<file path="config.mk">
export PLATFORM = sky130hd
export DESIGN_NAME = multiplicador_seq
export DESIGN_NICKNAME = d
export VERILOG_FILES = /design/src/rtl/multiplicador_seq.sv
export SDC_FILE = /design/constraint.sdc
export NUM_CORES = 1
export LEC_CHECK = 0
export CAP_MARGIN = 20
export CORE_ASPECT_RATIO = 0.5
export CORE_MARGIN = 3
export CORE_UTILIZATION = 50
export CTS_BUF_LIST = sky130_fd_sc_hd__clkbuf_4
export DETAILED_ROUTE_END_ITERATION = 10
export GPL_TIMING_DRIVEN = 0
export MAX_ROUTING_LAYER = met4
export PLACE_DENSITY_LB_ADDON = 0.2
export SLEW_MARGIN = 20
export SYNTH_ARGS = -nofsm -noshare
export SYNTH_HDL_FRONTEND = slang
export SYNTH_SLANG_ARGS = --single-unit
</file>
<file path="constraint.sdc">
create_clock -name clk -period 4.3 [get_ports clk]
set_input_delay 0.86 -clock clk [delete_from_list [all_inputs] [get_ports clk]]
set_output_delay 0.86 -clock clk [all_outputs]
set_load 0.01 [all_outputs]
</file>
<file path="src/rtl/multiplicador_seq.sv">
// Sequential unsigned WIDTHxWIDTH shift-and-add multiplier controller.
// Drives an external somador adder via add_* ports; one add per RUN cycle.
module multiplicador_seq #(
  parameter int WIDTH = 8,
  parameter int CNT_W = 3
) (
  input  logic                 clk,
  input  logic                 rst_n,
  input  logic                 start,
  input  logic [WIDTH-1:0]     x,
  input  logic [WIDTH-1:0]     y,
  output logic                 busy,
  output logic                 done,
  output logic [2*WIDTH-1:0]   product,
  output logic [WIDTH-1:0]     add_a,
  output logic [WIDTH-1:0]     add_b,
  output logic                 add_ci,
  output logic                 add_mode,
  input  logic [WIDTH-1:0]     add_s,
  input  logic                 add_co
);

  typedef enum logic [1:0] {IDLE, RUN, DONE} state_t;

  state_t             state, state_nxt;
  logic [WIDTH-1:0]   acc_hi, acc_lo, mcand;
  logic [CNT_W-1:0]   cnt;
  logic               accept, last;
  logic [2*WIDTH:0]   acc_sum;
  logic [2*WIDTH-1:0] acc_shift;

  assign accept   = start && (state == IDLE || state == DONE);
  assign last     = (state == RUN) && (cnt == CNT_W'(WIDTH - 1));
  assign busy     = (state == RUN);
  assign done     = (state == DONE);
  assign add_a    = acc_hi;
  assign add_b    = mcand;
  assign add_ci   = 1'b0;
  assign add_mode = 1'b0;

  // Sum is formed one bit wider so the adder carry survives the right shift.
  always_comb begin
    acc_sum   = '0;
    if (acc_lo[0]) acc_sum = {add_co, add_s, acc_lo};
    else           acc_sum = {1'b0, acc_hi, acc_lo};
    acc_shift = acc_sum[2*WIDTH:1];
  end

  always_ff @(posedge clk or negedge rst_n) begin
    if (!rst_n) state <= IDLE;
    else        state <= state_nxt;
  end

  always_comb begin
    state_nxt = state;
    case (state)
      IDLE:    if (start) state_nxt = RUN;
      RUN:     if (last)  state_nxt = DONE;
      DONE:    state_nxt = start ? RUN : IDLE;
      default: state_nxt = IDLE;
    endcase
  end

  always_ff @(posedge clk or negedge rst_n) begin
    if (!rst_n) begin
      acc_hi  <= '0;
      acc_lo  <= '0;
      mcand   <= '0;
      cnt     <= '0;
      product <= '0;
    end else if (accept) begin
      mcand  <= x;
      acc_lo <= y;
      acc_hi <= '0;
      cnt    <= '0;
    end else if (state == RUN) begin
      {acc_hi, acc_lo} <= acc_shift;
      cnt              <= cnt + 1'b1;
      if (last) product <= acc_shift;
    end
  end

endmodule
</file>
==> summary by stage <==
Drt
In the routed design, unresolved DRC markers number 0. The mean routed wirelength per cell is 15.8 um. The total length of routed wires is 4.10 mm. The first detailed-routing pass took 4 iterations.

In this run the remaining antenna-violating nets after routing total 0. Using the TritonRoute via totals, the vias-per-cell ratio works out to 5.15. For this block, the initial DRC count from the detailed router was 29. The detailed router placed 1339 vias in this run.

Synth
Of the total synthesized cell area, the portion taken by AND, OR, NAND and NOR gates is 5.59%. The synthesized netlist cell count is 138. Summing the areas of all fa, ha and maj instances in the mapped netlist gives 1.33% of the synthesized area. The average instance in the mapped netlist occupies 13.6 um2. After synthesis the cells add up to 1880 um2. By area, the combinational part of the netlist is dominated by multiplexers. The Yosys step of the flow raised 0 warnings.

The register bit total from synthesis is 45. The area fraction in compound gates after synthesis is 11.7%. Counting distinct cell types in the post-synthesis netlist gives 24.

The post-synthesis share of cell area spent on xor and xnor gates is 0%. The portion of synthesized area spent on multiplexers is 16.7%. The sequential area share after synthesis is 59.8%.

Clock tree
Post-CTS timing repair inserted 0 buffers for setup. The count of clock tree sinks is 45. The clock reaches the later pin of the worst-skew pair after 0.33 ns. The cell chosen for the clock root is clkbuf_4. The clock-pin slew on the worst setup and hold paths is 0.12 ns.

The CTS tree is built. The number of clock buffers inserted by TritonCTS is 5. The worst-case clock buffer depth is 2. The number of gates given a new drive strength after cts is 0. The cts-stage hold buffer count is 0. The CTS H-tree depth is 2.

Placement
The placed instances occupy a cell area of 2570 um2. Buffers placed on the I/O ports in this run total 61. Prior to clock tree synthesis, the placed netlist has a worst setup slack of 2.05 ns.

The congestion estimate from routability-driven global placement came to 0.738. The placed wire-length estimate is 3.07 mm.

STA
For the final database, setup skew stands at 0.00488 ns. The total negative slack for setup checks is 0 ns. The total of endpoints with negative setup slack in the final report is 0. For the finished layout, the period the worst path requires is 2.61 ns.

The maximum achievable frequency is 383 MHz. In this run the tightest slew margin relative to its limit is 66.0%. The transition time of the tightest slew-check pin is 0.509 ns. The final-report max-slew violation count was 0. The final hold violation count is 0. Setup repair after global routing left no endpoint under its margin. In the finished design, the share of the clock period the worst path needs comes to 60.7%. The worst-case setup margin in the final layout is 1.69 ns.

Setup path
The critical path class is reg -> out. For the worst flop-to-flop path, the logic depth is 6. In this run the worst path has a maximum fanout of 10.

The worst register-to-register path begins at cnt[0]$_DFFE_PN0P_. The required arrival time at the worst endpoint is 3.44 ns. The category of the worst setup path launch point is a flop. Data on the critical path arrives at its endpoint at 1.75 ns. The start point of the critical path is state[1]$_DFFE_PN0P_. STA classifies the critical path endpoint as a primary output.

GRT
Entering global routing, the biggest net connects 34 pins. The residual overflow from global routing is 0. The first-pass GRT wire length is 7.08 mm.

The via count of the first global-routing pass is 1450. The initial antenna violation count is 0. The global-route total usage across every layer is 20.6%.

Cells and area
In the final design database the tool counted 238 nets. The fill cell instance count of the final layout is 273. Cells fill 75.2% of the core in the end. The final cell area excluding filler cells is 2650 um2. The top cell types in the final layout, fill and taps aside, are 60 x clkdlybuf4s50_1, 45 x dfrtp_1, 15 x mux2_2, 13 x mux2i_1, 13 x nand2_1. The synthesis-to-finish area growth is 41.0%. The fraction of layout cells with a size suffix above 1 is 18.2%.

0 antenna diodes ended up in the layout. The most common cell after layout, fill and taps aside is clkdlybuf4s50_1.

Floorplanning
Pin placement for this block handled 64 I/O pins. After floorplanning, the core was divided into 15 placement rows. The area of the die is 4580 um2. Once the floorplan was initialized, standard cells occupied 53.3% of the core. In this run the vertical extent of the chip is 49.4 um.

The floorplan step defined a core boundary enclosing 3530 um2. In this run the horizontal extent of the chip is 92.8 um.

Power and ir drop
The total design power is 1.95 mW. VDD sags by at most 0.000372 V. The analysis attributes to cell leakage a power of 1.20 nW.

The ratio of total power to cell area is 735 nW/um2.

Outcome
The flow ran to the end, and the final reports show no timing, DRC or antenna violations.

Job
The max-capacitance violation count is 0.

Min path
The class of the tightest hold or removal check is in -> async.
## synthesized netlist by cell type
library cell	n	area share (%)
ha_1	2	1.3
buf_4	3	1.2
conb_1	1	0.20
dfrtp_1	45	60
nand3b_4	1	1.1
nand2_1	13	2.6
mux2i_1	13	6.9
mux2_2	15	9.0
o21ai_1	2	0.53
mux2_4	1	0.80
buf_6	4	2.4
inv_1	1	0.20
a22o_1	6	2.8
o2bb2ai_1	8	3.7
inv_2	1	0.20
o21bai_1	1	0.40
a21o_1	4	1.6
clkbuf_1	2	0.40
and2b_1	1	0.40
nand2b_2	1	0.47
o21ai_0	10	2.7
nor2b_2	1	0.47
clkbuf_2	1	0.27
nor2_4	1	0.60
## worst max-delay path: stages (launching register included)
cell             delay, ns
dfrtp_1               0.41
nand2b_2              0.22
inv_2                 0.10
buf_6                 0.14
clkdlybuf4s50_1       0.54
## where the power goes
group	internal, mW	switching [mW]
logic	0.543	0.397
clock network	0.127	0.123
registers	0.628	0.132
## metal layers
layer / GRT usage, % / vias up / share of wire, %
li1: - / 623 / -
met5: - / - / 0
met4: 3.89 / 0 / 0.49
met3: 6.47 / 2 / 6.2
met2: 34.9 / 44 / 50
met1: 24.8 / 670 / 43
## per-stage QoR
stage	instances	hold slack, ns
2_1_floorplan	139	0.467
3_3_place_gp	251	0.461
3_5_place_dp	252	0.474
4_1_cts	260	0.386
5_1_grt	260	0.388
6_report	260	0.395
## state kept, by name, summed over array words and instances, names as in the netlist
signal and cells:
product 16, add_a 8, acc_lo 8, add_b 8, state 2, cnt 3
## kinds of logic after synthesis
logic type / Yosys count
multiplexers: 29
other: 1
AO/OA/AOI/OAI: 31
AND/OR/NAND/NOR: 18
buffers and inverters: 12
adder cells (fa/ha/maj): 2
flip-flops: 45
## path summary, 6_finish.rpt
| path | end | slack, ns |
|---|---|---|
| min in group clk | product[7]$_DFFE_PN0P_ | 0.50 |
| worst max-delay path | busy | 1.69 |
| max in group asynchronous | product[5]$_DFFE_PN0P_ | 3.43 |
| worst max register to register | product[12]$_DFFE_PN0P_ | 2.60 |
| worst min register to register | product[7]$_DFFE_PN0P_ | 0.50 |
| worst min-delay path | product[13]$_DFFE_PN0P_ | 0.40 |
## layout make-up
type	count	area, um2	share of cell area, %
Sequential cell	45	1130	42.4
Inverter	2	7.51	0.283
Buffer	10	80.1	3.02
Tap cell	51	63.8	2.40
Clock inverter	2	33.8	1.27
Clock buffer	6	45.0	1.70
Multi-Input combinational cell	82	672	25.3
Timing Repair Buffer	62	626	23.6
Power figures use the tool's default switching activity.
